$ cat config.mk
export PLATFORM = sky130hd
export DESIGN_NAME = vendor_multi
export DESIGN_NICKNAME = d
export VERILOG_FILES = /design/src/rtl/vendor_multi.sv
export SDC_FILE = /design/constraint.sdc
export NUM_CORES = 1
export LEC_CHECK = 0
export ABC_CLOCK_PERIOD_IN_PS = 3700
export BUFFER_PORTS_ARGS = -buffer_cell sky130_fd_sc_hd__buf_4
export CORE_ASPECT_RATIO = 0.75
export CORE_MARGIN = 2
export CORE_UTILIZATION = 60
export DETAILED_ROUTE_END_ITERATION = 8
export GPL_ROUTABILITY_DRIVEN = 0
export GPL_TIMING_DRIVEN = 1
export MAX_ROUTING_LAYER = met4
export PLACE_DENSITY = 0.85
export SYNTH_ARGS = -nofsm -noshare
export SYNTH_HDL_FRONTEND = slang
export SYNTH_SLANG_ARGS = --single-unit
$ cat constraint.sdc
create_clock -name clk -period 3.7 [get_ports clk]
set_input_delay 0.185 -clock clk [delete_from_list [all_inputs] [get_ports clk]]
set_output_delay 0.185 -clock clk [all_outputs]
set_load 0.03 [all_outputs]
$ cat src/rtl/vendor_multi.sv
// vendor_multi: multi-product coin vendor with per-item stock and serial change.
// Ports: clk/reset (sync, active-low); c/f coin strobes; p purchase with sel;
//   cancel refund; credit; out/out_item dispense; chg_c/chg_f change pulses;
//   rej coin refused; err purchase refused; led panel status; busy not idle.
module vendor_multi #(
    parameter int COIN_C     = 100,
    parameter int COIN_F     = 500,
    parameter int N_ITEMS    = 4,
    parameter int SEL_W      = 2,
    parameter int PRICE_BASE = 300,
    parameter int PRICE_STEP = 200,
    parameter int CREDIT_W   = 12,
    parameter int MAX_CREDIT = 3000,
    parameter int STOCK_W    = 4,
    parameter int STOCK_INIT = 3
) (
    input  logic                clk,
    input  logic                reset,
    input  logic                c,
    input  logic                f,
    input  logic                p,
    input  logic                cancel,
    input  logic [SEL_W-1:0]    sel,
    output logic [CREDIT_W-1:0] credit,
    output logic                out,
    output logic [SEL_W-1:0]    out_item,
    output logic                chg_c,
    output logic                chg_f,
    output logic                rej,
    output logic                err,
    output logic [1:0]          led,
    output logic                busy
);

    typedef enum logic [1:0] {
        S_IDLE,
        S_VEND,
        S_CHANGE
    } state_e;

    localparam logic [CREDIT_W:0]   CC_W  = (CREDIT_W+1)'(COIN_C);
    localparam logic [CREDIT_W:0]   CF_W  = (CREDIT_W+1)'(COIN_F);
    localparam logic [CREDIT_W:0]   MAX_W = (CREDIT_W+1)'(MAX_CREDIT);
    localparam logic [CREDIT_W-1:0] CC_N  = CREDIT_W'(COIN_C);
    localparam logic [CREDIT_W-1:0] CF_N  = CREDIT_W'(COIN_F);

    function automatic logic [CREDIT_W-1:0] price_of(input logic [SEL_W-1:0] idx);
        return CREDIT_W'(PRICE_BASE + int'(idx) * PRICE_STEP);
    endfunction

    state_e              state_q, state_d;
    logic [CREDIT_W-1:0] credit_q, credit_d;
    logic [STOCK_W-1:0]  stock_q [N_ITEMS];
    logic [STOCK_W-1:0]  stock_d [N_ITEMS];
    logic [SEL_W-1:0]    item_q, item_d;
    logic                out_q, out_d;
    logic                chg_c_q, chg_c_d;
    logic                chg_f_q, chg_f_d;
    logic                rej_q, rej_d;
    logic                err_q, err_d;

    logic                sel_ok;
    logic [STOCK_W-1:0]  sel_stock;
    logic [CREDIT_W-1:0] sel_price;
    logic [CREDIT_W:0]   coin_sum;
    logic                coin_any;
    logic                give;

    // Out-of-range selects behave as a permanently sold-out item.
    assign sel_ok    = int'(sel) < N_ITEMS;
    assign sel_stock = sel_ok ? stock_q[sel] : '0;
    assign sel_price = price_of(sel);
    assign coin_any  = c | f;
    assign coin_sum  = {1'b0, credit_q}
                     + (c ? CC_W : '0)
                     + (f ? CF_W : '0);

    always_comb begin
        state_d  = state_q;
        credit_d = credit_q;
        stock_d  = stock_q;
        item_d   = item_q;
        out_d    = 1'b0;
        chg_c_d  = 1'b0;
        chg_f_d  = 1'b0;
        rej_d    = 1'b0;
        err_d    = 1'b0;
        give     = 1'b0;
        unique case (state_q)
            S_IDLE: begin
                if (p) begin
                    rej_d = coin_any;
                    if (sel_stock == '0 || credit_q < sel_price) begin
                        err_d = 1'b1;
                    end else begin
                        // Price and stock are taken on acceptance so the
                        // dispense cycle already shows the remaining credit.
                        state_d      = S_VEND;
                        out_d        = 1'b1;
                        item_d       = sel;
                        credit_d     = credit_q - sel_price;
                        stock_d[sel] = sel_stock - 1'b1;
                    end
                end else if (cancel && credit_q != '0) begin
                    rej_d = coin_any;
                    give  = 1'b1;
                end else if (coin_any) begin
                    if (coin_sum <= MAX_W) begin
                        credit_d = coin_sum[CREDIT_W-1:0];
                    end else begin
                        rej_d = 1'b1;
                    end
                end
            end
            S_VEND, S_CHANGE: begin
                rej_d = coin_any;
                if (credit_q != '0) begin
                    give = 1'b1;
                end else begin
                    state_d = S_IDLE;
                end
            end
            default: state_d = S_IDLE;
        endcase
        // Each change coin is emitted on the edge that keeps us in CHANGE,
        // so every pulse overlaps a busy cycle.
        if (give) begin
            state_d = S_CHANGE;
            if (credit_q >= CF_N) begin
                chg_f_d  = 1'b1;
                credit_d = credit_q - CF_N;
            end else begin
                chg_c_d  = 1'b1;
                credit_d = credit_q - CC_N;
            end
        end
    end

    always_ff @(posedge clk) begin
        if (!reset) begin
            state_q  <= S_IDLE;
            credit_q <= '0;
            item_q   <= '0;
            out_q    <= 1'b0;
            chg_c_q  <= 1'b0;
            chg_f_q  <= 1'b0;
            rej_q    <= 1'b0;
            err_q    <= 1'b0;
            for (int i = 0; i < N_ITEMS; i++) begin
                stock_q[i] <= STOCK_W'(STOCK_INIT);
            end
        end else begin
            state_q  <= state_d;
            credit_q <= credit_d;
            item_q   <= item_d;
            out_q    <= out_d;
            chg_c_q  <= chg_c_d;
            chg_f_q  <= chg_f_d;
            rej_q    <= rej_d;
            err_q    <= err_d;
            for (int i = 0; i < N_ITEMS; i++) begin
                stock_q[i] <= stock_d[i];
            end
        end
    end

    always_comb begin
        led = 2'b00;
        if (sel_stock == '0) begin
            led = 2'b11;
        end else if (credit_q >= sel_price) begin
            led = 2'b10;
        end else if (credit_q != '0) begin
            led = 2'b01;
        end
    end

    assign busy     = state_q != S_IDLE;
    assign credit   = credit_q;
    assign out      = out_q;
    assign out_item = item_q;
    assign chg_c    = chg_c_q;
    assign chg_f    = chg_f_q;
    assign rej      = rej_q;
    assign err      = err_q;

endmodule

==> impl_metrics.env, run 1 <==
export IMPL_status="completed"
export IMPL_worstPathMaxFanout=10
export IMPL_skew_ns=0.00818
export IMPL_hold_ws_ns=0.162
export IMPL_wire_per_inst_um=18.2
export IMPL_cts_sinks=35
export IMPL_synthArstFlopShare_pct=0
export IMPL_synth_avg_cell_area_um2=8.33
export IMPL_cts_repair_resized=0
export IMPL_p_leak_nw=1.55
export IMPL_synthCells=372
export IMPL_timing_final_crit_share_pct=90.0
export IMPL_power_mw=2.86
export IMPL_ys_types=70
export IMPL_nets=444
export IMPL_yosys_warnings=0
export IMPL_final_min_clock_period_ns=3.33
export IMPL_drt_initial_drc_count=256
export IMPL_cp_common_cell="a211oi_1"
export IMPL_route_detailed_drc=0
export IMPL_cts_clk_slew_worst_paths_ns=0.08
export IMPL_grt_overflow_total=0
export IMPL_rrSetupSlack_ns=0.37
export IMPL_cts_root_buf="clkbuf_8"
export IMPL_drt_wl_total_um=8360
export IMPL_crit_slowest_cell="dfxtp_1"
export IMPL_ir_drop_mv=0.271
export IMPL_multi_input_area_mm2=0.00218
export IMPL_ff_latch_area_um2=701
export IMPL_cts_setup_buffers=0
export IMPL_cp_start_kind="flip-flop"
export IMPL_initial_utilization_pct=62.9
export IMPL_path_delay_family="compound AO/OA/AOI/OAI gates"
export IMPL_grt_usage_pct=31.2
export IMPL_syn_area_mm2=0.00310
export IMPL_cts_made_buffers=5
export IMPL_postRouteAntennaNets=0
export IMPL_coreArea_mm2=0.00493
export IMPL_tritoncts="yes"
export IMPL_syn2layout_area_growth_pct=9.89
export IMPL_end_kind="flip-flop"
export IMPL_relSlewSlack_pct=45.6
export IMPL_crit_chain="inv_1 -> fa_1 -> inv_1 -> ha_1 -> ha_1 -> xnor2_1 -> or3_1 -> a211oi_1 -> a32oi_1 -> o21ai_2 -> o21ai_0 -> a211oi_1 -> a211oi_1"
export IMPL_rows=22
export IMPL_clockBufferDepth=2
export IMPL_slowest_delay_ns=0.52
export IMPL_cap_violations=0
export IMPL_viasPerCell=6.47
export IMPL_port_buffer_count=27
export IMPL_stdcell_count=459
export IMPL_grt_pass1_wl_um=13300
export IMPL_crit_arrival_ns=3.47
export IMPL_dieArea_mm2=0.00576
export IMPL_setup_tns_ns=0
export IMPL_crit_buf_inv=2
export IMPL_seq_area_frac_synth_pct=22.6
export IMPL_grt_pass1_vias=2670
export IMPL_placed_cells=451
export IMPL_worst_pin_slew_ns=0.816
export IMPL_dr_pass1_iters=5
export IMPL_hold_path_class="in2reg"
export IMPL_hold_viol=0
export IMPL_vias=2968
export IMPL_ys_flop_type="dfxtp_1"
export IMPL_worst_setup_path_type="reg2reg"
export IMPL_grt_max_degree=25
export IMPL_power_density_mw_per_mm2=841
export IMPL_final_util_pct=69.1
export IMPL_antenna_found_initial=0
export IMPL_cts_hold_buf=0
export IMPL_diodes=0
export IMPL_fillers=385
export IMPL_dp_hpwl_um=6420
export IMPL_ys_seq_elements=35
export IMPL_die_y_um=66.2
export IMPL_synth_edf_count=0
export IMPL_rsz0062_at_grt="no"
export IMPL_drive_gt1_share_pct=16.8
export IMPL_fmax_mhz=300
export IMPL_ctsHtreeMaxLevel=2
export IMPL_required_ns=3.84
export IMPL_setup_violations=0
export IMPL_drv_slew=0
export IMPL_fp_dieW_um=87.0
export IMPL_io_pins=30
export IMPL_clock_latency_ns=0.29
-- per-layer routing --
metal	track usage, %	share of wire, %	vias to the layer above
met1	43.3	45	1389
met3	10.9	11	13
li1	-	-	1408
met4	8.20	1.0	0
met5	-	0	-
met2	42.8	43	158
-- power by group --
group          internal [mW]  switching, mW  leakage, nW
Clock                  0.201          0.150       0.0581
Combinational          0.768           1.18         1.21
Sequential             0.461          0.103        0.286
-- cells in the final DEF (no fill, tap or decap), types with 3 or more instances in the layout --
master,count
clkbuf_8,5
buf_4,33
o21ai_0,13
a31oi_1,9
nand2_2,6
a2bb2oi_1,3
nand2_1,29
xor2_1,7
nor2b_1,3
a21o_1,4
xnor2_1,10
mux2i_1,3
nor3_1,15
fa_1,4
ha_1,34
a21oi_1,27
a211oi_1,8
inv_1,24
nor2_1,38
nand3_1,9
a32oi_1,3
o211ai_1,11
o22ai_1,4
dfxtp_1,35
-- logic make-up after synthesis --
| family | Yosys count | share of synthesized area [%] |
|---|---|---|
| compound gates | 109 | 24.4 |
| xor+xnor | 17 | 4.80 |
| fa+ha+maj | 40 | 17.0 |
| buf+inv | 39 | 7.19 |
| flops | 35 | 22.6 |
| mux | 7 | 4.12 |
| other cells | 1 | 0.121 |
| simple gates | 124 | 19.8 |
-- final cells by class --
type,instances,area share [%]
multi-input cells,299,64.0
flip-flops and latches,35,20.6
clock inverters,3,1.29
inverters,24,2.65
well taps,60,2.20
clock buffers,5,2.02
repair buffers,33,7.27
-- final timing paths --
check / startpoint / end / cells past startpoint
worst max-delay path: credit[2] / credit[2] / 13
worst min-delay path: reset / stock_q[5] / 2
worst max register to register: credit[2] / credit[2] / 13
worst min register to register: stock_q[13] / stock_q[13] / 2
-- synth_stat cells (all sizes together), types with 3 or more instances --
master   number  area [um^2]
dfxtp        35          701
nor4          3         25.0
nor3         16         85.1
o211ai       11         82.6
ha           34          425
a21o          4         30.0
a211oi        9         72.6
a31oi         9         56.3
mux2i         3         30.0
mux4          4         97.6
xnor2        10         87.6
a21oi        28          144
nor2         38          143
inv          24         90.1
a2bb2oi       3         26.3
o22ai         4         25.0
nor2b         3         18.8
xor2          7         61.3
fa            4         80.1
nand3         9         45.0
nand2        35          146
a32oi         3         26.3
o21a          3         30.0
o21ai        17         92.6
and3          3         20.0
buf          10         97.6
clkbuf        4         25.0
-- sequential cells by signal, indices dropped and copies added (netlist names) --
name and flops:
chg_f 1, out 1, state_q 2, stock_q 16
rej 1, credit 10, out_item 2, chg_c 1
err 1
-- stage by stage --
step	setup slack [ns]	cell area, um^2
after global routing	0.0889	3410
after detailed placement	0.473	3290
after floorplan	0.539	3100
final	0.371	3410
after global placement	0.570	3290
after CTS	0.455	3410
(Power assumes the default switching activity.)
==> run 2: changes to the inputs <==
--- a/config.mk
+++ b/config.mk
@@ -5,11 +5,12 @@
 export SDC_FILE = /design/constraint.sdc
 export NUM_CORES = 1
 export LEC_CHECK = 0
+export ABC_AREA = 1
 export ABC_CLOCK_PERIOD_IN_PS = 3700
 export BUFFER_PORTS_ARGS = -buffer_cell sky130_fd_sc_hd__buf_4
-export CORE_ASPECT_RATIO = 0.75
+export CORE_ASPECT_RATIO = 1.5
 export CORE_MARGIN = 2
-export CORE_UTILIZATION = 60
+export CORE_UTILIZATION = 61
 export DETAILED_ROUTE_END_ITERATION = 8
 export GPL_ROUTABILITY_DRIVEN = 0
 export GPL_TIMING_DRIVEN = 1
==> run 2 against run 1 <==
Register-to-register slack better by 0.58 ns. Sequential share of layout area decreased by 2.2 points. Clock power fell by 20%. Wire length is 13% higher. First-iteration DRC count increased by 20%. Non-clock buffer count up 1. Fmax rose by 21%. Combinational power rose by 19%. Count of clock-buffer cells in the layout grew 1.
==> impl_metrics.env, run 2 <==
export IMPL_clockBufferDepth=2
export IMPL_crit_slowest_cell="fa_1"
export IMPL_hold_viol=0
export IMPL_fin_ws_ns=0.947
export IMPL_cts_repair_resized=0
export IMPL_dr_pass1_iters=8
export IMPL_tritoncts="yes"
export IMPL_grt_pass1_vias=3390
export IMPL_ys_seq_elements=35
export IMPL_io_pins=30
export IMPL_drv_slew=0
export IMPL_synthArstFlopShare_pct=0
export IMPL_drt_initial_drc_count=306
export IMPL_crit_buf_inv=2
export IMPL_ys_types=44
export IMPL_slowest_delay_ns=0.46
export IMPL_yosysTopAreaCell="dfxtp_1"
export IMPL_grt_max_degree=30
export IMPL_route_detailed_drc=0
export IMPL_synth_avg_cell_area_um2=6.47
export IMPL_drive_gt1_share_pct=15.2
export IMPL_hold_path_class="in2reg"
export IMPL_worstPathMaxFanout=17
export IMPL_initial_utilization_pct=63.2
export IMPL_p_leak_nw=2.02
export IMPL_cts_sinks=35
export IMPL_crit_chain="fa_1 -> ha_1 -> nand2_1 -> nand2_1 -> inv_2 -> nand2_1 -> nand2_1 -> nand2_1 -> nand2_1 -> inv_1 -> nand3_1 -> nand2_1 -> nand2_1 -> nand3_1 -> nand2_4 -> nand2_2 -> nand2_1 -> nand2_1 -> nor2_1"
export IMPL_yosysTopAreaCellShare_pct=20.2
export IMPL_largest_reg_flops=16
export IMPL_nets=609
export IMPL_layout_commonest_cell="nand2_1"
export IMPL_cp_start_kind="flip-flop"
export IMPL_worst_setup_path_type="reg2reg"
export IMPL_cts_made_buffers=5
export IMPL_setup_violations=0
export IMPL_syn2layout_area_growth_pct=9.78
export IMPL_grt_overflow_total=0
export IMPL_synthTopCellsByArea="dfxtp_1 (20%), nand2_1 (16%), ha_1 (12%)"
export IMPL_fmax_mhz=363
export IMPL_clock_latency_ns=0.29
export IMPL_ys_flop_type="dfxtp_1"
export IMPL_dp_hpwl_um=7400
export IMPL_skew_ns=0.00847
export IMPL_final_cell_mix="nand2_1 (145), inv_1 (61), a21oi_1 (44)"
export IMPL_yosys_warnings=0
export IMPL_final_min_clock_period_ns=2.75
export IMPL_seq_area_frac_synth_pct=20.2
export IMPL_fillers=494
export IMPL_synth_edf_count=0
export IMPL_diodes=0
export IMPL_power_density_mw_per_mm2=835
export IMPL_dieArea_mm2=0.00632
export IMPL_timing_final_crit_share_pct=74.4
export IMPL_rsz0062_at_grt="no"
export IMPL_viasPerCell=5.54
export IMPL_wire_per_inst_um=14.9
export IMPL_ctsHtreeMaxLevel=2
export IMPL_cp_common_cell="nand2_1"
export IMPL_cts_clk_slew_worst_paths_ns=0.08
export IMPL_ir_drop_mv=0.594
export IMPL_end_kind="flip-flop"
export IMPL_rows=33
export IMPL_path_delay_family="simple AND/OR/NAND/NOR gates"
export IMPL_antenna_found_initial=0
export IMPL_required_ns=3.93
export IMPL_vias=3515
export IMPL_cts_setup_buffers=0
export IMPL_synth_most_common_cell="nand2_1"
export IMPL_die_y_um=96.4
export IMPL_port_buffer_count=27
export IMPL_cts_hold_buf=0
export IMPL_grt_usage_pct=32.4
export IMPL_largest_register="stock_q"
export IMPL_setup_tns_ns=0
export IMPL_synth_common_cells="nand2_1 (145), inv_1 (61), a21oi_1 (44), nand3_1 (39), nor2_1 (38)"
export IMPL_postRouteAntennaNets=0
export IMPL_cts_root_buf="clkbuf_8"
export IMPL_syn_area_mm2=0.00347
export IMPL_synthCells=536
export IMPL_coreArea_mm2=0.00549
export IMPL_dpl_worst_slack_ns=0.735
export IMPL_crit_arrival_ns=2.99
export IMPL_fp_dieW_um=65.6
export IMPL_rrSetupSlack_ns=0.95
export IMPL_status="completed"
export IMPL_cap_violations=0
export IMPL_grt_pass1_wl_um=15300
export IMPL_drt_wl_total_um=9420
==> run 2: worst paths after layout <==
kind | from | endpoint | cells past startpoint
worst max-delay path | credit[6] | credit[11] | 19
worst min-delay path | reset | stock_q[0] | 2
worst max register to register | credit[6] | credit[11] | 19
worst min register to register | stock_q[8] | stock_q[8] | 2
==> run 2: routing by layer <==
| layer | vias up | routed length [um] | track usage, % |
|---|---|---|---|
| met4 | 0 | 672 | 25.5 |
| li1 | 1782 | - | - |
| met1 | 1572 | 3530 | 32.9 |
| met5 | - | 0 | - |
| met3 | 51 | 439 | 3.86 |
| met2 | 110 | 4790 | 56.0 |
==> run 2: cell families (layout without fill, tap and decap cells) <==
logic type / after synthesis / in the layout / synth area share (%)
xor gates and xnor gates: 12 / 12 / 3.03
and+or+nand+nor: 271 / 271 / 36.2
adders and majority gates: 38 / 38 / 14.6
AOI/OAI and AO/OA: 93 / 93 / 15.5
buffers and inverters: 86 / 113 / 10.4
DFF: 35 / 35 / 20.2
other: 1 / 2 / 0.108
==> run 2: where the power goes <==
group	internal [mW]	switching, mW	total [mW]
clock network	0.132	0.149	0.281
logic	0.814	1.52	2.33
registers	0.472	0.0964	0.569
total	1.42	1.76	3.18
==> run 2: per-stage QoR <==
step | util [%] | std cells | area [um^2] | hold slack [ns] | total power [mW]
4_1_cts | 69.3 | 634 | 3810 | 0.235 | 3.16
5_1_grt | 69.3 | 634 | 3810 | 0.249 | 3.46
3_5_place_dp | 67.8 | 626 | 3720 | 0.457 | 2.86
3_3_place_gp | 67.8 | 626 | 3720 | 0.457 | 2.81
6_report | 69.3 | 634 | 3810 | 0.232 | 3.18
2_1_floorplan | - | 537 | 3470 | 0.368 | 2.32
==> run 2: layout make-up <==
| cell class | instances | area [um^2] | area share [%] |
|---|---|---|---|
| tap | 70 | 87.6 | 2.30 |
| clock buffer | 6 | 72.6 | 1.91 |
| inverter | 71 | 269 | 7.07 |
| multi-input combinational | 416 | 2410 | 63.3 |
| sequential | 35 | 701 | 18.4 |
| timing repair buffer | 34 | 255 | 6.70 |
| clock inverter | 2 | 12.5 | 0.329 |
==> run 2: worst register-to-register path: stages, from the launching register on <==
cell	delay (ns)
dfxtp_1	0.45
fa_1	0.46
ha_1	0.39
nand2_1	0.09
nand2_1	0.08
inv_2	0.06
nand2_1	0.07
nand2_1	0.06
nand2_1	0.08
nand2_1	0.07
inv_1	0.04
nand3_1	0.06
nand2_1	0.05
nand2_1	0.10
nand3_1	0.12
nand2_4	0.20
nand2_2	0.11
nand2_1	0.08
nand2_1	0.05
nor2_1	0.09
